**src/rtl/lut_counter_pkg.sv**
```systemverilog
// -----------------------------------------------------------------------------
// lut_counter_pkg
// Shared definitions for the lut_counter block:
//   DIR_UP / DIR_DN       - encodings of the dir input
//   entry_reset_value()   - power-on content of table entry idx for a given
//                           entry width: ((idx+1)*16) mod 2**out_w
// -----------------------------------------------------------------------------
package lut_counter_pkg;

    localparam logic DIR_UP = 1'b0;
    localparam logic DIR_DN = 1'b1;

    // Returned 64 bits wide so one function serves any entry width; callers
    // size the result to OUT_W. Index DEPTH gives the default entry's value.
    function automatic logic [63:0] entry_reset_value(input int unsigned idx,
                                                      input int unsigned out_w);
        logic [63:0] v;
        v = 64'(idx + 1) << 4;
        if (out_w < 64) begin
            v = v & ((64'd1 << out_w) - 64'd1);
        end
        return v;
    endfunction

endpackage

```
**src/rtl/lut_counter_table.sv**
```systemverilog
// -----------------------------------------------------------------------------
// lut_counter_table
// Programmable lookup table with a default entry and a registered lookup.
//   clk, rst_n   - clock, asynchronous active-low reset
//   index        - lookup index (the counter value)
//   lut_we       - write lut[lut_addr] with lut_wdata (ignored if addr >= DEPTH)
//   lut_addr     - table write address
//   lut_wdata    - write data, shared by the table and the default entry
//   def_we       - write the default entry with lut_wdata
//   out          - registered lookup result
//   hit          - 1 when out came from a table entry, 0 when from the default
// -----------------------------------------------------------------------------
module lut_counter_table
    import lut_counter_pkg::*;
#(
    parameter int WIDTH = 8,
    parameter int DEPTH = 4,
    parameter int OUT_W = 8,
    localparam int AW   = (DEPTH > 1) ? $clog2(DEPTH) : 1
) (
    input  logic             clk,
    input  logic             rst_n,
    input  logic [WIDTH-1:0] index,
    input  logic             lut_we,
    input  logic [AW-1:0]    lut_addr,
    input  logic [OUT_W-1:0] lut_wdata,
    input  logic             def_we,
    output logic [OUT_W-1:0] out,
    output logic             hit
);

    logic [OUT_W-1:0] lut [DEPTH];
    logic [OUT_W-1:0] def_entry;

    logic index_in_table;
    logic addr_in_table;

    // Compare at 32 bits so non-power-of-two depths are bounded correctly.
    assign index_in_table = (32'(index) < DEPTH);
    assign addr_in_table  = (32'(lut_addr) < DEPTH);

    // NOTE: the table is a handful of flops, not a RAM macro, so every entry is
    // reset; that is what lets rst_n restore the power-on contents at any time.
    always_ff @(posedge clk or negedge rst_n) begin
        if (!rst_n) begin
            for (int i = 0; i < DEPTH; i++) begin
                lut[i] <= OUT_W'(entry_reset_value(i, OUT_W));
            end
            def_entry <= OUT_W'(entry_reset_value(DEPTH, OUT_W));
            out       <= '0;
            hit       <= 1'b0;
        end else begin
            if (lut_we && addr_in_table) begin
                lut[lut_addr] <= lut_wdata;
            end
            if (def_we) begin
                def_entry <= lut_wdata;
            end
            // Reads the pre-write contents, so a same-cycle write to the
            // looked-up entry shows up one edge later.
            if (index_in_table) begin
                out <= lut[index[AW-1:0]];
                hit <= 1'b1;
            end else begin
                out <= def_entry;
                hit <= 1'b0;
            end
        end
    end

endmodule

```
**src/rtl/lut_counter.sv**
```systemverilog
// -----------------------------------------------------------------------------
// lut_counter
// Loadable up/down counter whose value indexes a programmable lookup table.
//   clk, rst_n   - clock, asynchronous active-low reset
//   sel          - load count with data (highest priority)
//   data         - load value
//   en           - count enable
//   dir          - DIR_UP (0) increment, DIR_DN (1) decrement
//   lut_we       - write table entry lut_addr with lut_wdata
//   lut_addr     - table write address
//   lut_wdata    - table / default entry write data
//   def_we       - write the default entry with lut_wdata
//   count        - current counter value
//   out          - registered lookup of count (one cycle behind count)
//   hit          - out came from a table entry (count < DEPTH)
//   wrap         - one-cycle strobe alongside a wrapped count (SATURATE=0)
// -----------------------------------------------------------------------------
module lut_counter
    import lut_counter_pkg::*;
#(
    parameter int WIDTH    = 8,
    parameter int DEPTH    = 4,
    parameter int OUT_W    = 8,
    parameter bit SATURATE = 1'b0,
    localparam int AW      = (DEPTH > 1) ? $clog2(DEPTH) : 1
) (
    input  logic             clk,
    input  logic             rst_n,
    input  logic             sel,
    input  logic [WIDTH-1:0] data,
    input  logic             en,
    input  logic             dir,
    input  logic             lut_we,
    input  logic [AW-1:0]    lut_addr,
    input  logic [OUT_W-1:0] lut_wdata,
    input  logic             def_we,
    output logic [WIDTH-1:0] count,
    output logic [OUT_W-1:0] out,
    output logic             hit,
    output logic             wrap
);

    localparam logic [WIDTH-1:0] CNT_MAX = {WIDTH{1'b1}};
    localparam logic [WIDTH-1:0] CNT_ONE = WIDTH'(1);

    logic [WIDTH-1:0] count_nxt;
    logic             wrap_nxt;

    // NOTE: defaults first so every path assigns both outputs and no latch is
    // inferred; hold and "no strobe" are the natural defaults here.
    always_comb begin
        count_nxt = count;
        wrap_nxt  = 1'b0;
        if (sel) begin
            count_nxt = data;
        end else if (en) begin
            if (dir == DIR_UP) begin
                if (count == CNT_MAX) begin
                    if (!SATURATE) begin
                        count_nxt = '0;
                        wrap_nxt  = 1'b1;
                    end
                end else begin
                    count_nxt = count + CNT_ONE;
                end
            end else begin
                if (count == '0) begin
                    if (!SATURATE) begin
                        count_nxt = CNT_MAX;
                        wrap_nxt  = 1'b1;
                    end
                end else begin
                    count_nxt = count - CNT_ONE;
                end
            end
        end
    end

    // NOTE: non-blocking assignments for all registered state, so every flop
    // samples pre-edge values regardless of process ordering.
    always_ff @(posedge clk or negedge rst_n) begin
        if (!rst_n) begin
            count <= '0;
            wrap  <= 1'b0;
        end else begin
            count <= count_nxt;
            wrap  <= wrap_nxt;
        end
    end

    // The table indexes the registered count, which gives out/hit their
    // one-cycle latency relative to count.
    lut_counter_table #(
        .WIDTH (WIDTH),
        .DEPTH (DEPTH),
        .OUT_W (OUT_W)
    ) u_table (
        .clk       (clk),
        .rst_n     (rst_n),
        .index     (count),
        .lut_we    (lut_we),
        .lut_addr  (lut_addr),
        .lut_wdata (lut_wdata),
        .def_we    (def_we),
        .out       (out),
        .hit       (hit)
    );

endmodule
```
**config.mk**
```make
export PLATFORM = sky130hd
export DESIGN_NAME = lut_counter
export DESIGN_NICKNAME = d
export VERILOG_FILES = /design/src/rtl/lut_counter_pkg.sv /design/src/rtl/lut_counter_table.sv /design/src/rtl/lut_counter.sv
export SDC_FILE = /design/constraint.sdc
export NUM_CORES = 1
export LEC_CHECK = 0
export CORE_MARGIN = 2
export CORE_UTILIZATION = 45
export CTS_BUF_LIST = sky130_fd_sc_hd__clkbuf_8
export DETAILED_ROUTE_END_ITERATION = 7
export HOLD_SLACK_MARGIN = 0.05
export PLACE_DENSITY = 0.79
export SYNTH_ARGS = -nofsm -noshare
export SYNTH_HDL_FRONTEND = slang
export SYNTH_SLANG_ARGS = --single-unit
```
**constraint.sdc**
```tcl
create_clock -name clk -period 2 [get_ports clk]
set_clock_uncertainty 0.2 [all_clocks]
set_input_delay 0.6 -clock clk [delete_from_list [all_inputs] [get_ports clk]]
set_output_delay 0.6 -clock clk [all_outputs]
set_load 0.03 [all_outputs]
```
# Word level (Yosys, flattened, before mapping)

Index checks and enable logic that the tools add are counted.

Memory bits (read-only): 0
Register bits after elaboration: 58
Memories: 0
Latch bits: 0
RAM bits: 0
Output and inout port bits: 18
Input port bits: 25

Multiply operators: 0
Bitwise logic cells: 2
Shift-type cells: 0
Div/mod/pow operators: 0
Add/subtract/negate cells: 2
Mux-type cells: 18
Magnitude comparators: 4
Reduce and logical (&&, ||, !) cells: 3
Equal/unequal tests: 1

Operators with widths:

| kind                                                        | number |
|---|---|
| 2-to-1 mux 8 bit                                            | 9 |
| bitwise mux 32 bit                                          | 1 |
| binary-select mux 8 bit (select 2 bit)                      | 1 |
| demux 8 bit (select 2 bit)                                  | 1 |
| adder 8 x 1 -> 8 bit (second input constant)                | 1 |
| == test 8 bit (second input constant)                       | 1 |
| zero test 8 bit                                             | 1 |
| less-than comparator 8 x 3 -> 1 bit (second input constant) | 1 |
| subtractor 8 x 1 -> 8 bit (second input constant)           | 1 |
| >= comparator 3 bit (second input constant)                 | 2 |
| 2-to-1 mux 1 bit                                            | 6 |
| NOT 2 -> 3 bit                                              | 2 |
| less-than comparator 3 x 1 -> 1 bit (second input constant) | 1 |
| nonzero test 2 bit                                          | 1 |
| logical AND 1 bit                                           | 1 |

# Depth between registers and ports, before layout

Gate-level depths: netlist of the first run.

Depth after elaboration: 6
Mapped depth: 8
Depth with buffers taken out: 6

# Cells and area by module

A second synthesis of the first run with hierarchy kept.

Cells, all modules: 219
Area total of the unflattened synthesis: 2887.8 um2

Modules (own cells, without submodules):

| module            | instances | area an instance (um2) | cells an instance |
|---|---|---|---|
| lut_counter_table | 1         | 2030.7                 | 116 |
| lut_counter       | 1         | 857.1                  | 103 |

# Worst setup path after synthesis of the first run

OpenSTA, ideal clock, no wires.

Path kind: register to register
Start: reg count[0]
End: reg count[4]
Path buffers: 2
Library setup time: 121 ps
Setup slack: -250 ps
Cell stages (with the launch flop): 9
Arrival: 1928 ps
Required time: 1679 ps
Period minus slack after synthesis: 2250 ps
Cell sequence: dfrtp_1 -> clkbuf_8 -> clkbuf_8 -> inv_1 -> ha_1 -> nand2_1 -> o22ai_1 -> or3b_2 -> a22o_1

Word-level cells in the longest chain between the ends: 5
Elaborated cells between the ends (all ways): 9
Classes of those cells: 2 x add/sub; 1 x eq/ne; 5 x mux; 1 x reduce/logical

RTL lines:

| item                                         | line                                 | RTL |
|---|---|---|
| start: declaration                           | lut_counter.sv:37                    | `output logic [WIDTH-1:0] count,` |
| start signal: assignment                     | lut_counter.sv:86                    | `count <= count_nxt;` |
| adder 8 x 1 -> 8 bit (tied with other cells) | lut_counter.sv:64                    | `count_nxt = count + CNT_ONE;` |
| 2-to-1 mux 8 bit, on equally long branches   | lut_counter.sv:58, lut_counter.sv:67 |  |
| 2-to-1 mux 8 bit (*)                         | lut_counter.sv:57                    | `if (dir == DIR_UP) begin` |
| 2-to-1 mux 8 bit (*)                         | lut_counter.sv:56                    | `end else if (en) begin` |
| 2-to-1 mux 8 bit (*)                         | lut_counter.sv:54                    | `if (sel) begin` |

Every way passes the cells marked *; elsewhere a longest branch is shown, timed or not. The select of a mux whose other input is x is not followed.
A chain may end at the register's enable or synchronous reset.

# Final worst setup path of the first run

Start: reg count[3]
End: reg u_table.out[6]

Word-level cells in the longest chain between the ends: 2

RTL lines:

| item                                | line                    | RTL |
|---|---|---|
| less-than comparator 8 x 3 -> 1 bit | lut_counter_table.sv:39 | `assign index_in_table = (32'(index) < DEPTH);` |
| 2-to-1 mux 8 bit                    | lut_counter_table.sv:61 | `if (index_in_table) begin` |
| end signal: assignment              | lut_counter_table.sv:62 | `out <= lut[index[AW-1:0]];` |
| end signal: assignment              | lut_counter_table.sv:65 | `out <= def_entry;` |
| end: declaration                    | lut_counter_table.sv:28 | `output logic [OUT_W-1:0] out,` |

No other way between the ends.

==> results.md, run 1 <==
* Floorplan Core Area at 0.006241 mm2
* Final number of hold-violating endpoints at 0
* Antenna violations before repair at 0
* Utilization after layout at 60.45%
* Placement row count at 29
* Run status: complete, no violations
* Dominant register cell in the synthesized netlist: sky130_fd_sc_hd__dfrtp_1
* P_int at 2.292 mW
* Global route overflow at 0
* Global-route usage over all layers at 19.15%
* Smallest hold slack at 0.3002 ns
* N_diodes at 0
* Final count of pins violating max slew at 0
* Setup crit end kind: flop
* DIE WIDTH at 83.83 um
* Worst slack at placement at -0.4557 ns
* # port buffers at 42
* DRC at 0
* Clock Root Buffer: sky130_fd_sc_hd__clkbuf_8
* Most numerous cell types in the synthesized netlist: sky130_fd_sc_hd__dfrtp_1, sky130_fd_sc_hd__mux2_2, sky130_fd_sc_hd__nor2_1, sky130_fd_sc_hd__nand2_1, sky130_fd_sc_hd__dfstp_2
* Crit path launch type: flop
* Ratio of routed vias to standard cells at 5.403
* Wire length reported by the detailed router at 6156 um
* Routed WL per cell at 16.64 um
* Number of warnings printed during yosys synthesis at 0
* Inserted Clock Buffers at 9
* Data required time at the worst endpoint at 2.02 ns
* Total net switching power at 0.9027 mW
* Placed instance area at 0.003580 mm2
* Count of nets left with antenna violations after detail routing at 0
* Part of the power in the clock network at 29.9%
* Total of endpoints with negative setup slack in the final report at 0
* Maximum number of pins on one net before global-route repair at 41
* Unrepaired setup endpoints after global routing: yes
* TritonCTS clock tree: built
* Largest fanout of any net on the critical path at 9
* Share of Yosys cell area claimed by the top area cell type at 44.50%
* I/O pin count at 43
* Async S/R FF share, synth at 100.0%
* Synth Register Bits at 58
* Starting DRT DRC Count at 73
* Synthesized area divided by synthesized cell count at 13.46 um2
* Minimum clock period at 1.988 ns
* Number of synthesized flops with an enable pin at 0
* Ratio of final minimum period to clock period at 99.39%
* Areal power density over the cells at 846.9 mW/mm2
* Area delta synth->final at 31.54%
* Slew margin rel. at 76.45%
* Worst endpoint data arrival time at 2.01 ns
* Area of the mapped netlist at 0.002868 mm2
* Post-CTS Setup Bufs at 0
* Minimum setup slack in the final design at 0.01219 ns
* Skew-Pair Late Insertion Delay at 0.33 ns
* Path category of the worst min-delay check: reg -> reg
* Dominant cell type by area after synthesis: sky130_fd_sc_hd__dfrtp_1
* Type of the worst setup path: reg -> reg
* Sequential area share after synthesis at 50.92%
* Slew at the pin closest to its max-slew limit at 0.3523 ns
* Die Span Y at 83.83 um
* Post-Synthesis Net Count at 241
* Comb pwr share at 24.2%
* First-pass GRT wire length at 10430 um
* Overall die area at 0.007027 mm2
* Leakage Power at 1.624 nW
* Synth area leaders: sky130_fd_sc_hd__dfrtp_1, sky130_fd_sc_hd__mux2_2, sky130_fd_sc_hd__dfstp_2
* Achievable frequency at 0.5031 GHz
* Clock slew at reported path FFs at 0.07 ns
* Clk buf depth at 2
* Unique masters post-synth at 48
* Number of sinks on the clock net at 58
* Total number of H-tree levels at 3
* Switching part of the total at 28.25%
* Via count at 1999
* Fin Setup TNS at 0 ns
* IR Drop Worst-Case VDD at 0.5992 mV
* Area of all placed cells without fillers at 0.003772 mm2
* Gate count of the mapped netlist at 213
* RePlAce Congestion at 0.9015
* Starting utilization of the core area at 45.95%
* DR pass1 iterations at 4
* Most common cell in the netlist: sky130_fd_sc_hd__dfrtp_1
* Max Cap Violations at 0
* Share of cells above drive strength 1 at 41.30%
* Half-perimeter wire length of the detailed placement result at 4550 um
* Final layout net count at 316
* Portion of total power attributed to sequential cells at 45.9%
* Final-layout fill cell count at 512
* Via count of the first global-routing pass at 2128
==> worst paths after layout <==
| path | start | endpoint | slack (ns) | cells after the start |
|---|---|---|---|---|
| max | count[3] | u_table.out[6] | 0.01 | 4 |
| min | u_table.lut[23] | u_table.lut[23] | 0.30 | 1 |
| max reg2reg | count[3] | u_table.out[6] | 0.01 | 4 |
| min reg2reg | u_table.lut[23] | u_table.lut[23] | 0.30 | 1 |
| max in group asynchronous | rst_n | u_table.def_entry[6] | 0.55 | 3 |
| min in group asynchronous | rst_n | count[4] | 0.49 | 2 |
==> layer usage <==
metal / track usage (%) / vias up / wire length, um
met5: 0 / - / 0
met4: 6.158 / 0 / 78
met3: 4.352 / 6 / 260
met2: 34.04 / 48 / 3204
met1: 22.98 / 1003 / 2612
li1: - / 942 / -
==> stage by stage <==
stage	instances	total power [mW]
5_1_grt	370	3.353
4_1_cts	370	3.221
6_report	370	3.195
3_5_place_dp	353	2.277
2_1_floorplan	213	1.969
3_3_place_gp	353	2.238
==> sequential cells by signal, indices dropped and copies added (netlist names) <==
signal             count
u_table.lut           32
count                  8
u_table.def_entry      8
u_table.out            8
u_table.hit            1
wrap                   1
==> cells by family (layout without fill, tap and decap cells) <==
group	after synthesis	count (layout)	synth area share (%)
mux	57	57	26.00
flops	58	58	50.92
fa+ha+maj	3	3	1.309
simple gates	46	46	9.075
buf+inv	15	95	4.057
compound gates	29	29	7.112
xor+xnor	5	5	1.527
==> layout make-up <==
cell class	count	area (um2)	area share [%]
tap	77	96.34	2.554
clock inverter	5	23.77	0.6302
sequential	58	1465	38.84
timing repair buffer	76	713.2	18.91
inverter	3	11.26	0.2985
clock buffer	11	151.4	4.013
multi-input combinational	140	1311	34.76
==> repair_timing <==
item                       4_1_cts  5_1_grt
hold endpoints to repair         8        0
hold buffers                     1        0
pin swaps                        0        2
gates resized for setup         20        2
setup endpoints to repair       21       11
==> critical path, cell delays in order, from the launching register on <==
cell                      delay (ns)
sky130_fd_sc_hd__dfrtp_2        0.42
sky130_fd_sc_hd__or4_4          0.58
sky130_fd_sc_hd__nor3_4         0.18
sky130_fd_sc_hd__buf_12         0.16
sky130_fd_sc_hd__mux2_2         0.33
==> placed cells by master (no fill, tap or decap), types with 5 or more instances in the layout <==
| cell | count |
|---|---|
| sky130_fd_sc_hd__nand2_1 | 8 |
| sky130_fd_sc_hd__inv_1 | 6 |
| sky130_fd_sc_hd__dfstp_2 | 7 |
| sky130_fd_sc_hd__buf_12 | 5 |
| sky130_fd_sc_hd__mux2_2 | 47 |
| sky130_fd_sc_hd__dlygate4sd2_1 | 14 |
| sky130_fd_sc_hd__clkbuf_8 | 11 |
| sky130_fd_sc_hd__clkdlybuf4s50_1 | 22 |
| sky130_fd_sc_hd__nand3_1 | 5 |
| sky130_fd_sc_hd__dfrtp_1 | 47 |
| sky130_fd_sc_hd__nor2_1 | 10 |
| sky130_fd_sc_hd__buf_4 | 31 |
==> power by group through the flow <==
stage                     registers, mW  logic (mW)  clock network (mW)
after floorplan                    1.54       0.430                   0
after global placement             1.47       0.763                   0
after detailed placement           1.49       0.788                   0
after CTS                          1.47       0.776               0.977
after global routing               1.49       0.836                1.03
final                              1.47       0.772               0.955
Power figures use the tool's default switching activity.
==> run 2, diff against run 1 <==
- SLEW_MARGIN: not set -> 25
==> results of run 2 <==
The final DEF is identical to that of run 1; final timing and power are the same.
